File: src/rtl/button_pkg.sv
// button_pkg: state encoding and parameter defaults shared by button_event and tick_gen.
package button_pkg;
  typedef enum logic [1:0] {IDLE, PRESSED, LONG} state_t;
  localparam int DEF_TICK_W = 19;
  localparam int DEF_LONG_TICKS = 100;
  localparam int DEF_REPEAT_TICKS = 20;
endpackage

File: src/rtl/tick_gen.sv
// tick_gen: free-running prescaler, one-cycle tick whenever the count is all-ones.
module tick_gen import button_pkg::*; #(
  parameter int TICK_W = DEF_TICK_W
) (
  input  logic clock,
  input  logic reset,
  output logic tick
);
  logic [TICK_W-1:0] cnt;
  always_ff @(posedge clock) cnt <= reset ? '0 : cnt + 1'b1;
  assign tick = &cnt;
endmodule

File: src/rtl/button_event.sv
// button_event: press/click/long-press/release event decoder; auto-repeat pulses when BUTTON_EVENT_REPEAT_EN is defined.
module button_event import button_pkg::*; #(
  parameter int TICK_W = DEF_TICK_W,
  parameter int LONG_TICKS = DEF_LONG_TICKS,
  parameter int REPEAT_TICKS = DEF_REPEAT_TICKS
) (
  input  logic clock,
  input  logic reset,
  input  logic level,
  output logic press,
  output logic click,
  output logic long_press,
  output logic released,
  output logic held,
  output logic auto_repeat
);
  localparam int HW = $clog2(LONG_TICKS + 1);
  localparam logic [HW-1:0] HOLD_LAST = HW'(LONG_TICKS - 1);
  if (LONG_TICKS < 2 || LONG_TICKS > 1023) begin : g_bad_long
    $error("LONG_TICKS out of range");
  end
  if (REPEAT_TICKS < 1 || REPEAT_TICKS > 1023) begin : g_bad_repeat
    $error("REPEAT_TICKS out of range");
  end
  state_t state_q, state_d;
  logic lvl_q, tick, rise, fall;
  logic [HW-1:0] hold_q, hold_d;
  logic press_d, click_d, long_d, rel_d;
`ifdef BUTTON_EVENT_REPEAT_EN
  localparam int RW = $clog2(REPEAT_TICKS + 1);
  localparam logic [RW-1:0] REP_LAST = RW'(REPEAT_TICKS - 1);
  logic [RW-1:0] rep_q, rep_d;
  logic rep_pulse_d;
`endif
  tick_gen #(.TICK_W(TICK_W)) u_tick (.clock(clock), .reset(reset), .tick(tick));
  assign rise = level & ~lvl_q;
  assign fall = lvl_q & ~level;
  assign held = state_q != IDLE;
  // A fall is tested before any tick so it always wins the race against thresholds.
  always_comb begin
    state_d = state_q;
    hold_d = hold_q;
    press_d = 1'b0;
    click_d = 1'b0;
    long_d = 1'b0;
    rel_d = 1'b0;
`ifdef BUTTON_EVENT_REPEAT_EN
    rep_d = rep_q;
    rep_pulse_d = 1'b0;
`endif
    unique case (state_q)
      IDLE: if (rise) begin
        state_d = PRESSED;
        press_d = 1'b1;
        hold_d = '0;
      end
      PRESSED: if (fall) begin
        state_d = IDLE;
        click_d = 1'b1;
        rel_d = 1'b1;
      end else if (tick) begin
        hold_d = hold_q + 1'b1;
        if (hold_q == HOLD_LAST) begin
          state_d = LONG;
          long_d = 1'b1;
`ifdef BUTTON_EVENT_REPEAT_EN
          rep_d = '0;
`endif
        end
      end
      LONG: if (fall) begin
        state_d = IDLE;
        rel_d = 1'b1;
      end
`ifdef BUTTON_EVENT_REPEAT_EN
      else if (tick) begin
        rep_pulse_d = rep_q == REP_LAST;
        rep_d = rep_pulse_d ? '0 : rep_q + 1'b1;
      end
`endif
      default: state_d = IDLE;
    endcase
  end
  always_ff @(posedge clock) begin
    if (reset) begin
      state_q <= IDLE;
      lvl_q <= 1'b0;
      hold_q <= '0;
      {press, click, long_press, released} <= '0;
    end else begin
      state_q <= state_d;
      lvl_q <= level;
      hold_q <= hold_d;
      {press, click, long_press, released} <= {press_d, click_d, long_d, rel_d};
    end
  end
`ifdef BUTTON_EVENT_REPEAT_EN
  always_ff @(posedge clock) {rep_q, auto_repeat} <= reset ? '0 : {rep_d, rep_pulse_d};
`else
  assign auto_repeat = 1'b0;
`endif
endmodule

File: config.mk
export PLATFORM = sky130hd
export DESIGN_NAME = button_event
export DESIGN_NICKNAME = d
export VERILOG_FILES = /design/src/rtl/button_pkg.sv /design/src/rtl/tick_gen.sv /design/src/rtl/button_event.sv
export SDC_FILE = /design/constraint.sdc
export NUM_CORES = 1
export LEC_CHECK = 0
export ABC_AREA = 1
export BUFFER_PORTS_ARGS = -buffer_cell sky130_fd_sc_hd__buf_2
export CAP_MARGIN = 0
export CORE_AREA = 10 10 95 97
export CTS_BUF_LIST = sky130_fd_sc_hd__clkbuf_8
export DETAILED_ROUTE_END_ITERATION = 10
export DIE_AREA = 0 0 105 107
export SYNTH_ARGS = -nofsm -noshare
export SYNTH_HDL_FRONTEND = slang
export SYNTH_SLANG_ARGS = --single-unit
File: constraint.sdc
create_clock -name clock -period 2.5 [get_ports clock]
set_input_delay 0.5 -clock clock [delete_from_list [all_inputs] [get_ports clock]]
set_output_delay 0.5 -clock clock [all_outputs]
set_load 0.01 [all_outputs]
### After elaboration in Yosys (flattened, before gate mapping)

Cells that the tools add are included.

* add/sub/neg operators: 2
* eq/ne operators: 9
* multiplexer cells: 13
* bitwise logic cells: 8
* reduce and logical (&&, ||, !) cells: 11

Operator list (number)
* 2-to-1 mux 7 bit: 3
* adder 19 x 1 -> 19 bit, second input constant: 1
* AND reduction 19 bit: 1
* one-hot mux 7 bit (2 select lines): 1
* 2-to-1 mux 2 bit: 5
* != test 2 bit, second input constant: 4
* AND reduction 4 bit: 2
* OR reduction 2 bit: 4
* adder 7 x 1 -> 7 bit, second input constant: 1
* == test 7 bit, second input constant: 1
* != test 3 bit, second input constant: 2
* NOT 1 bit: 6
* one-hot mux 2 bit (3 select lines): 1
* nonzero test 2 bit: 2
* OR reduction 4 bit: 1
* 2-to-1 mux 1 bit: 3
* bitwise AND 1 bit: 2
* == test 2 x 1 -> 1 bit, second input constant: 1
* == test 2 bit, second input constant: 1
* zero test 2 bit: 1

* register bits: 33
* output and inout port bits: 6

### Depth between registers and ports, before layout

Gate-level depths: netlist of the first run.

* word-level depth: 5
* gate-level depth with buffers: 10
* mapped depth without buffers: 10

### Hierarchy

From an unflattened synthesis of the first run, not the netlist that was laid out.

* cell total of the unflattened synthesis: 245
* area, all modules: 1689.1 sq um

Modules (own cells, without submodules)
* tick_gen: times used 1, cells each 138, area each 960.9 sq um, seq. area each 380.4 sq um
* button_event: times used 1, cells each 107, area each 728.2 sq um, seq. area each 280.3 sq um

### Worst setup path before layout of the first run

OpenSTA, ideal clock, no wires.

* kind: flip-flop to flip-flop
* from: reg u_tick.cnt[0]
* to: reg state_q[0]
* library setup time: 115 ps
* arrival time: 1355 ps
* slack: 1030 ps
* cell stages (with the launch flop): 11
* buffers on the path: 0
* clock period less this slack: 1470 ps
* cell sequence: dfxtp_1 ha_1 nand2_2 nor2_4 nand2_4 nor2_4 nand3_1 nand2_1 nand3_1 nand2_1 nor2_1

* longest elaborated chain between the ends: 3

RTL lines
* start, declared: RTL line tick_gen.sv:9 `logic [TICK_W-1:0] cnt;`
* start signal, assigned: RTL line tick_gen.sv:10 `always_ff @(posedge clock) cnt <= reset ? '0 : cnt + 1'b1;`
* AND reduction 19 bit: RTL line tick_gen.sv:11 `assign tick = &cnt;`
* != test 3 bit (no line)
* AND reduction 4 bit (no line)
* end signal, assigned: RTL line button_event.sv:91 `state_q <= state_d;`
* end, declared: RTL line button_event.sv:25 `state_t state_q, state_d;`

No other way between the ends.
A chain may end at the register's enable or synchronous reset.

### Worst setup path after layout of the first run

* from: reg state_q[0]
* to: out held

* longest elaborated chain between the ends: 1

RTL lines
* nonzero test 2 bit: RTL line button_event.sv:38 `assign held = state_q != IDLE;`
* end, declared: RTL line button_event.sv:14 `output logic held,`

No other way between the ends.

==> summary.txt, run 1 <==
Setup path
  – Critical Path Stages: 4
  – Slowest cell on crit path: dfxtp_1
  – Data arrival time at the worst-slack endpoint: 1190 ps
  – R2r worst-path depth: 10
  – Worst Path Max Fanout: 3
  – CP max stage delay: 350 ps
  – Critical Path Sink Type: output pin
  – Cell mode on critical path: inv_1
  – Delay-heaviest family, CP: flip-flops
  – Worst EP required: 2000 ps
  – Setup Crit Path Kind: register to output pin
  – FF-to-FF Start: u_tick.cnt[0]$_SDFF_PP0_
  – Crit path launch type: register
  – Cell Chain, Critical Path: inv_1 > ha_1 > inv_1 > buf_2
  – R2R setup slack: 850 ps
  – Worst path bufs/invs: 3
  – Reg-to-reg endpoint: state_q[0]$_SDFFE_PP0P_

STA
  – FMAX: 0.592 GHz
  – Setup violators final: 0
  – Min Clock Period, post-route: 1690 ps
  – RSZ-0062 raised after global routing: false
  – Final hold violations: 0
  – Fin Setup TNS: 0 ps
  – Clock Skews: 4.35 ps
  – Tcrit/Tclk final: 0.676
  – Number of max-slew violations in the final report: 0

Yosys
  – Count of cell types in the netlist: 31
  – Post-synthesis mux area share: 0
  – Mapped Area: 1650 sq um
  – Sequential area share after synthesis: 0.399
  – Seq cells post-synth: 33
  – Number of synthesized flops with an enable pin: 0
  – Synth top area share: 0.399
  – Main combinational cell family by area after synthesis: simple AND/OR/NAND/NOR gates
  – Post-synth top flop: dfxtp_1
  – Area contributors post-synth: dfxtp_1, nand2_1, nor2_1, nand3_1, inv_1
  – Adder-Cell Fraction of Synth Area: 0.0378
  – Syn Inst Count: 234
  – Syn Area/Cell: 7.07 sq um
  – Yosys top cell by area: dfxtp_1
  – Post-synthesis compound-gate area fraction: 0.0976
  – Synth async-reset ratio: 0
  – YS warnings: 0
  – Post-Synth XOR/XNOR Area: 0.0106
  – Syn Nets: 242
  – Post-Synth Simple-Gate Area: 0.377

Layout
  – Register Area: 661 sq um
  – # diodes: 0
  – Final core utilization: 0.266
  – Fillers: 802
  – Area growth syn-to-layout: 14.6%
  – Fin area: 1900 sq um
  – Most frequent cells in the layout: nand2_1, nor2_1, dfxtp_1
  – Share of cells above drive strength 1: 0.127
  – Multi-input logic area: 870 sq um
  – NumNets Final: 252
  – Most common cell after layout, fill and taps aside: nand2_1
  – Non-Filler Instances: 344

Global route
  – Overflow after GRT: 0
  – GR Util met1: 0.0715
  – Met2 Resource Use GR: 0.0962
  – First-pass GRT wire length: 5640 microns
  – Vias in the first global route: 1304
  – Gr usage total: 0.0600
  – Met3 usage in global routing: 0.0114
  – GR peak layer: met2
  – Pin count of the biggest net entering global routing: 19
  – Initial antenna violation count: 0

Die
  – IO Count: 9
  – Die W: 105 microns
  – Std cell rows: 31
  – Core area: 7140 sq um
  – Chip height: 107 microns
  – Die ar.: 11200 sq um
  – Initial core utilization: 0.232

Hold path
  – WHS Endpoint: press$_SDFF_PP0_
  – Hold path startpoint: lvl_q$_SDFF_PP0_
  – Hold Path Cell Cnt: 1
  – Hold WC Path Type: register to register

Detailed routing
  – Drt wl/cell: 9.44 microns
  – DRT iter0 DRCs: 78
  – Detailed-route via count: 1402
  – Post-route DRC: 0
  – Total wire length: 3250 microns
  – Total iterations of the first detailed-routing run: 4
  – Detail-routed via count per cell: 4.08
  – Routed Antenna Nets: 0

Pwr
  – P per Cell Area: 615 nW/um^2
  – Cell Int Power: 0.848 mW
  – Combinational Power Share: 0.129
  – Clock Power Share: 0.385
  – Switch share: 0.272
  – Sequential share of power: 0.486
  – P_sw: 0.317 mW
  – Max rail drop VDD: 330 uV
  – Pleak: 0.763 nW

Run status
  – Outcome: finished clean

Place
  – I/O Buffers: 7
  – Routability cong.: 0.826
  – Dpl hpwl: 2370 microns
  – Post-DP Area: 1790 sq um
  – Placed Cells: 336

Clocking
  – CTS Sinks: 33
  – Clock Latency Late Sink: 280 ps
  – # resized after CTS: 0
  – Root buf cell: clkbuf_8
  – Worst-path clk slew: 70 ps
  – CTS tree: done
  – Clock Tree Buf Depth: 2
  – CTS Buf Count: 5
  – CTS Hold Buffers Added: 0
  – Setup Buffers After CTS: 0
  – # H-tree levels: 2

Flow run
  – Max capacitance violation total: 0
[kinds of logic (layout without fill, tap and decap cells)]
logic type               count (synthesis)  in the layout
AO/OA/AOI/OAI                           29             29
AND/OR/NAND/NOR                        133            133
buffers and inverters                   31             42
other                                    1              1
adder cells (fa/ha/maj)                  5              5
XOR/XNOR                                 2              2
flip-flops                              33             33
[worst register-to-register path, cell delays in order, from the launching register on]
cell and delay, ps:
dfxtp_1 410, ha_1 230, nand2_2 90, nor2_4 160, nand2_4 80, nor2_4 150
nand3_1 120, nand2_1 120, nand3_1 80, nand2_1 60, nor2_1 40
[power by group through the flow]
stage	clock network (mW)	logic [mW]	registers, mW
detailed placement	0	0.151	0.578
global placement	0	0.150	0.578
global route	0.476	0.173	0.570
CTS	0.459	0.152	0.566
floorplan	0	0.119	0.575
finish	0.448	0.150	0.566
[cells in the mapped netlist (2+ instances only)]
cell type	number
nand2_1	54
dfxtp_1	33
nor2_1	33
inv_1	25
nand3_1	23
a21oi_1	15
o21ai_0	7
ha_1	5
clkbuf_1	3
nand3_2	3
nand4_1	3
nor2_2	3
nor2_4	3
nor3_1	3
a31oi_1	2
nand2_4	2
nor3b_1	2
xor2_1	2
[worst max path at each step]
stage / startpoint / end / slack, ps
2_1_floorplan: u_tick.cnt[0]$_SDFF_PP0_ / state_q[0]$_SDFFE_PP0P_ / 1030
3_3_place_gp: u_tick.cnt[0]$_SDFF_PP0_ / hold_q[5]$_SDFFE_PP0P_ / 900
3_5_place_dp: u_tick.cnt[0]$_SDFF_PP0_ / hold_q[1]$_SDFFE_PP0P_ / 850
4_1_cts: state_q[0]$_SDFFE_PP0P_ / held / 790
5_1_grt: u_tick.cnt[0]$_SDFF_PP0_ / state_q[1]$_SDFFE_PP0P_ / 660
6_report: state_q[0]$_SDFFE_PP0P_ / held / 810
[metrics by stage]
stage,worst slack [ps],hold WS [ps],total power [mW]
2_1_floorplan,1030,417,0.694
3_3_place_gp,902,431,0.727
3_5_place_dp,850,441,0.729
4_1_cts,792,450,1.18
5_1_grt,656,465,1.22
6_report,810,444,1.16
[per-layer routing]
| metal | vias to the layer above | wire [microns] |
|---|---|---|
| met5 | - | 0 |
| met4 | 0 | 93 |
| met3 | 7 | 75 |
| met2 | 14 | 1390 |
| met1 | 605 | 1680 |
| li1 | 776 | - |
[state kept, by name, indices dropped and copies added (netlist names)]
signal / count
released: 1
press: 1
u_tick.cnt: 19
hold_q: 7
state_q: 2
long_press: 1
lvl_q: 1
click: 1
[final cells by class]
type | count | area share
sequential | 33 | 0.349
tap | 99 | 0.0653
inverter | 26 | 0.0515
clock buffer | 7 | 0.0508
timing repair buffer | 8 | 0.0224
multi-input combinational | 170 | 0.459
clock inverter | 1 | 0.00264
Power figures use the tool's default switching activity.
==> run 2: changes to the inputs <==
- clock period: 2.5 -> 1.5 ns (I/O delays scaled with it)
==> run 2 against run 1 <==
Against the previous run: worst hold slack lost 170 ps; global-route usage increased by 0.38 points; register-to-register slack worse by 790 ps; count of clock-buffer cells in the layout is 2 lower; clock power rose by 120%; sequential cell count unchanged; die area unchanged; critical path depth stayed put; sequential share of layout area decreased by 2.6 points; first-iteration DRC count is 17% higher; largest cell class unchanged; highest routed layer unchanged.
==> summary.txt, run 2 (same netlist as run 1, synthesis figures left out) <==
Die
  – Chip height: 107 microns (unchanged)
  – Die W: 105 microns (unchanged)
  – Die ar.: 11200 sq um (unchanged)
  – Core area: 7140 sq um (unchanged)
  – Std cell rows: 31 (unchanged)
  – IO Count: 9 (unchanged)
  – Initial core utilization: 0.232 (unchanged)

Pwr
  – Max rail drop VDD: 576 uV (was 330 uV)
  – P per Cell Area: 1070 nW/um^2 (was 615 nW/um^2)
  – Power Total: 2.26 mW (was 1.16 mW)
  – Pleak: 0.843 nW (was 0.763 nW)

Setup path
  – Crit path launch type: register (unchanged)
  – Worst path bufs/invs: 3 (unchanged)
  – Slowest cell on crit path: dfxtp_2 (was dfxtp_1)
  – Data arrival time at the worst-slack endpoint: 1160 ps (was 1190 ps)
  – Cell Chain, Critical Path: inv_1 > ha_1 > inv_2 > buf_2 (was inv_1 > ha_1 > inv_1 > buf_2)
  – Critical Path Sink Type: output pin (unchanged)
  – Worst EP required: 1200 ps (was 2000 ps)
  – Setup Crit Path Kind: register to output pin (unchanged)
  – Delay-heaviest family, CP: flip-flops (unchanged)
  – Worst Path Max Fanout: 3 (unchanged)
  – CP max stage delay: 360 ps (was 350 ps)

Detailed routing
  – Detailed-route via count: 1516 (was 1402)
  – Total iterations of the first detailed-routing run: 5 (was 4)
  – Routed Antenna Nets: 0 (unchanged)
  – Drt wl/cell: 9.80 microns (was 9.44 microns)
  – DRT iter0 DRCs: 91 (was 78)
  – Detail-routed via count per cell: 4.26 (was 4.08)
  – Total wire length: 3490 microns (was 3250 microns)
  – Post-route DRC: 0 (unchanged)

Clocking
  – CTS Hold Buffers Added: 0 (unchanged)
  – Worst-path clk slew: 60 ps (was 70 ps)
  – Clock Tree Buf Depth: 2 (unchanged)
  – CTS tree: done (unchanged)
  – # H-tree levels: 2 (unchanged)
  – CTS Buf Count: 5 (unchanged)
  – Root buf cell: clkbuf_8 (unchanged)
  – CTS Sinks: 33 (unchanged)
  – Clock Latency Late Sink: 290 ps (was 280 ps)

Layout
  – Register Area: 677 sq um (was 661 sq um)
  – Non-Filler Instances: 356 (was 344)
  – Max reg flops: 19 (unchanged)
  – Fillers: 804 (was 802)
  – Biggest regs: u_tick.cnt (19), hold_q (7), state_q (2) (unchanged)
  – Most frequent cells in the layout: nand2_1, nor2_1, dfxtp_1 (unchanged)
  – Final core utilization: 0.294 (was 0.266)
  – # diodes: 0 (unchanged)
  – Most common cell after layout, fill and taps aside: nand2_1 (unchanged)
  – Area growth syn-to-layout: 26.9% (was 14.6%)
  – Multi-input logic area: 942 sq um (was 870 sq um)
  – NumNets Final: 264 (was 252)
  – Share of cells above drive strength 1: 0.261 (was 0.127)
  – Top reg by flops: u_tick.cnt (unchanged)

STA
  – Number of max-slew violations in the final report: 0 (unchanged)
  – Min Clock Period, post-route: 1460 ps
  – RSZ-0062 raised after global routing: true (was false)
  – Clock Skews: 8.03 ps (was 4.35 ps)
  – Worst setup margin: 36.7 ps (was 810 ps)
  – Tcrit/Tclk final: 0.976
  – FMAX: 0.683 GHz
  – Setup violators final: 0 (unchanged)
  – Final hold violations: 0 (unchanged)
  – Worst hold slack: 273 ps (was 444 ps)

Global route
  – Pin count of the biggest net entering global routing: 17 (was 19)
  – Vias in the first global route: 1410 (was 1304)
  – Initial antenna violation count: 0 (unchanged)
  – First-pass GRT wire length: 6030 microns (was 5640 microns)
  – Overflow after GRT: 0 (unchanged)
  – Gr usage total: 0.0638 (was 0.0600)

Place
  – I/O Buffers: 7 (unchanged)
  – Routability cong.: 0.798 (was 0.826)
  – Dpl hpwl: 2500 microns (was 2370 microns)
  – Placed Cells: 346 (was 336)
  – Dpl ws: 3.11 ps (was 850 ps)

Hold path
  – Hold WC Path Type: primary input to register (was register to register)

Flow run
  – Max capacitance violation total: 0 (unchanged)

Run status
  – Outcome: finished clean (unchanged)
run 2: cell types whose count changed in the layout (fill, tap and decap cells not counted), moves of 3 or more:
cell,change
buf_4,+11
dfxtp_2,+7
nand2_2,+3
nand3_1,-6
dfxtp_1,-9
nand3_2,+5
run 2: report_power, final:
part	internal (mW)	switching, mW	total, mW
registers	0.911	0.0387	0.950
clock network	0.660	0.342	1.00
logic	0.113	0.191	0.304
total	1.68	0.572	2.26
run 2: final cells by class:
class,instances,share of cell area
flip-flops and latches,33,0.322
repair buffers,19,0.0596
clock inverters,3,0.0310
clock buffers,5,0.0328
well taps,99,0.0590
inverters,26,0.0465
multi-input cells,171,0.449
run 2: worst paths after layout:
check,from,end,slack (ps),cells past startpoint
setup / recovery,state_q[0]$_SDFFE_PP0P_,held,40,4
hold / removal,level,lvl_q$_SDFF_PP0_,270,3
hold reg to reg,u_tick.cnt[5]$_SDFF_PP0_,u_tick.cnt[5]$_SDFF_PP0_,450,1
setup reg to reg,u_tick.cnt[1]$_SDFF_PP0_,hold_q[1]$_SDFFE_PP0P_,60,9
run 2: timing repair:
item / 4_1_cts / 5_1_grt
setup buffers: 0 / 1
setup endpoints to repair: 8 / 16
pin swaps: 0 / 8
cloned: 0 / 1
gates resized for setup: 4 / 24
endpoints found under the hold margin: 0 / 0
run 2: worst min-delay path, stage by stage:
cell,delay [ps]
buf_2,80
inv_1,60
nor2_1,80
run 2: per-stage QoR:
step	TNS, ps	cell area [sq um]
2_1_floorplan	0	1650
3_3_place_gp	0	1870
3_5_place_dp	0	1870
4_1_cts	0	2010
5_1_grt	-194	2100
6_report	0	2100
run 2: per-layer routing:
metal  global-route usage  wire length (microns)  up-vias  part of all wire
li1                     -                      -      799                 -
met1               0.0755                   1770      694              0.51
met2                0.101                   1550       17              0.44
met3               0.0162                     88        6             0.025
met4               0.0412                     83        0             0.024
met5                    0                      0        -                 0
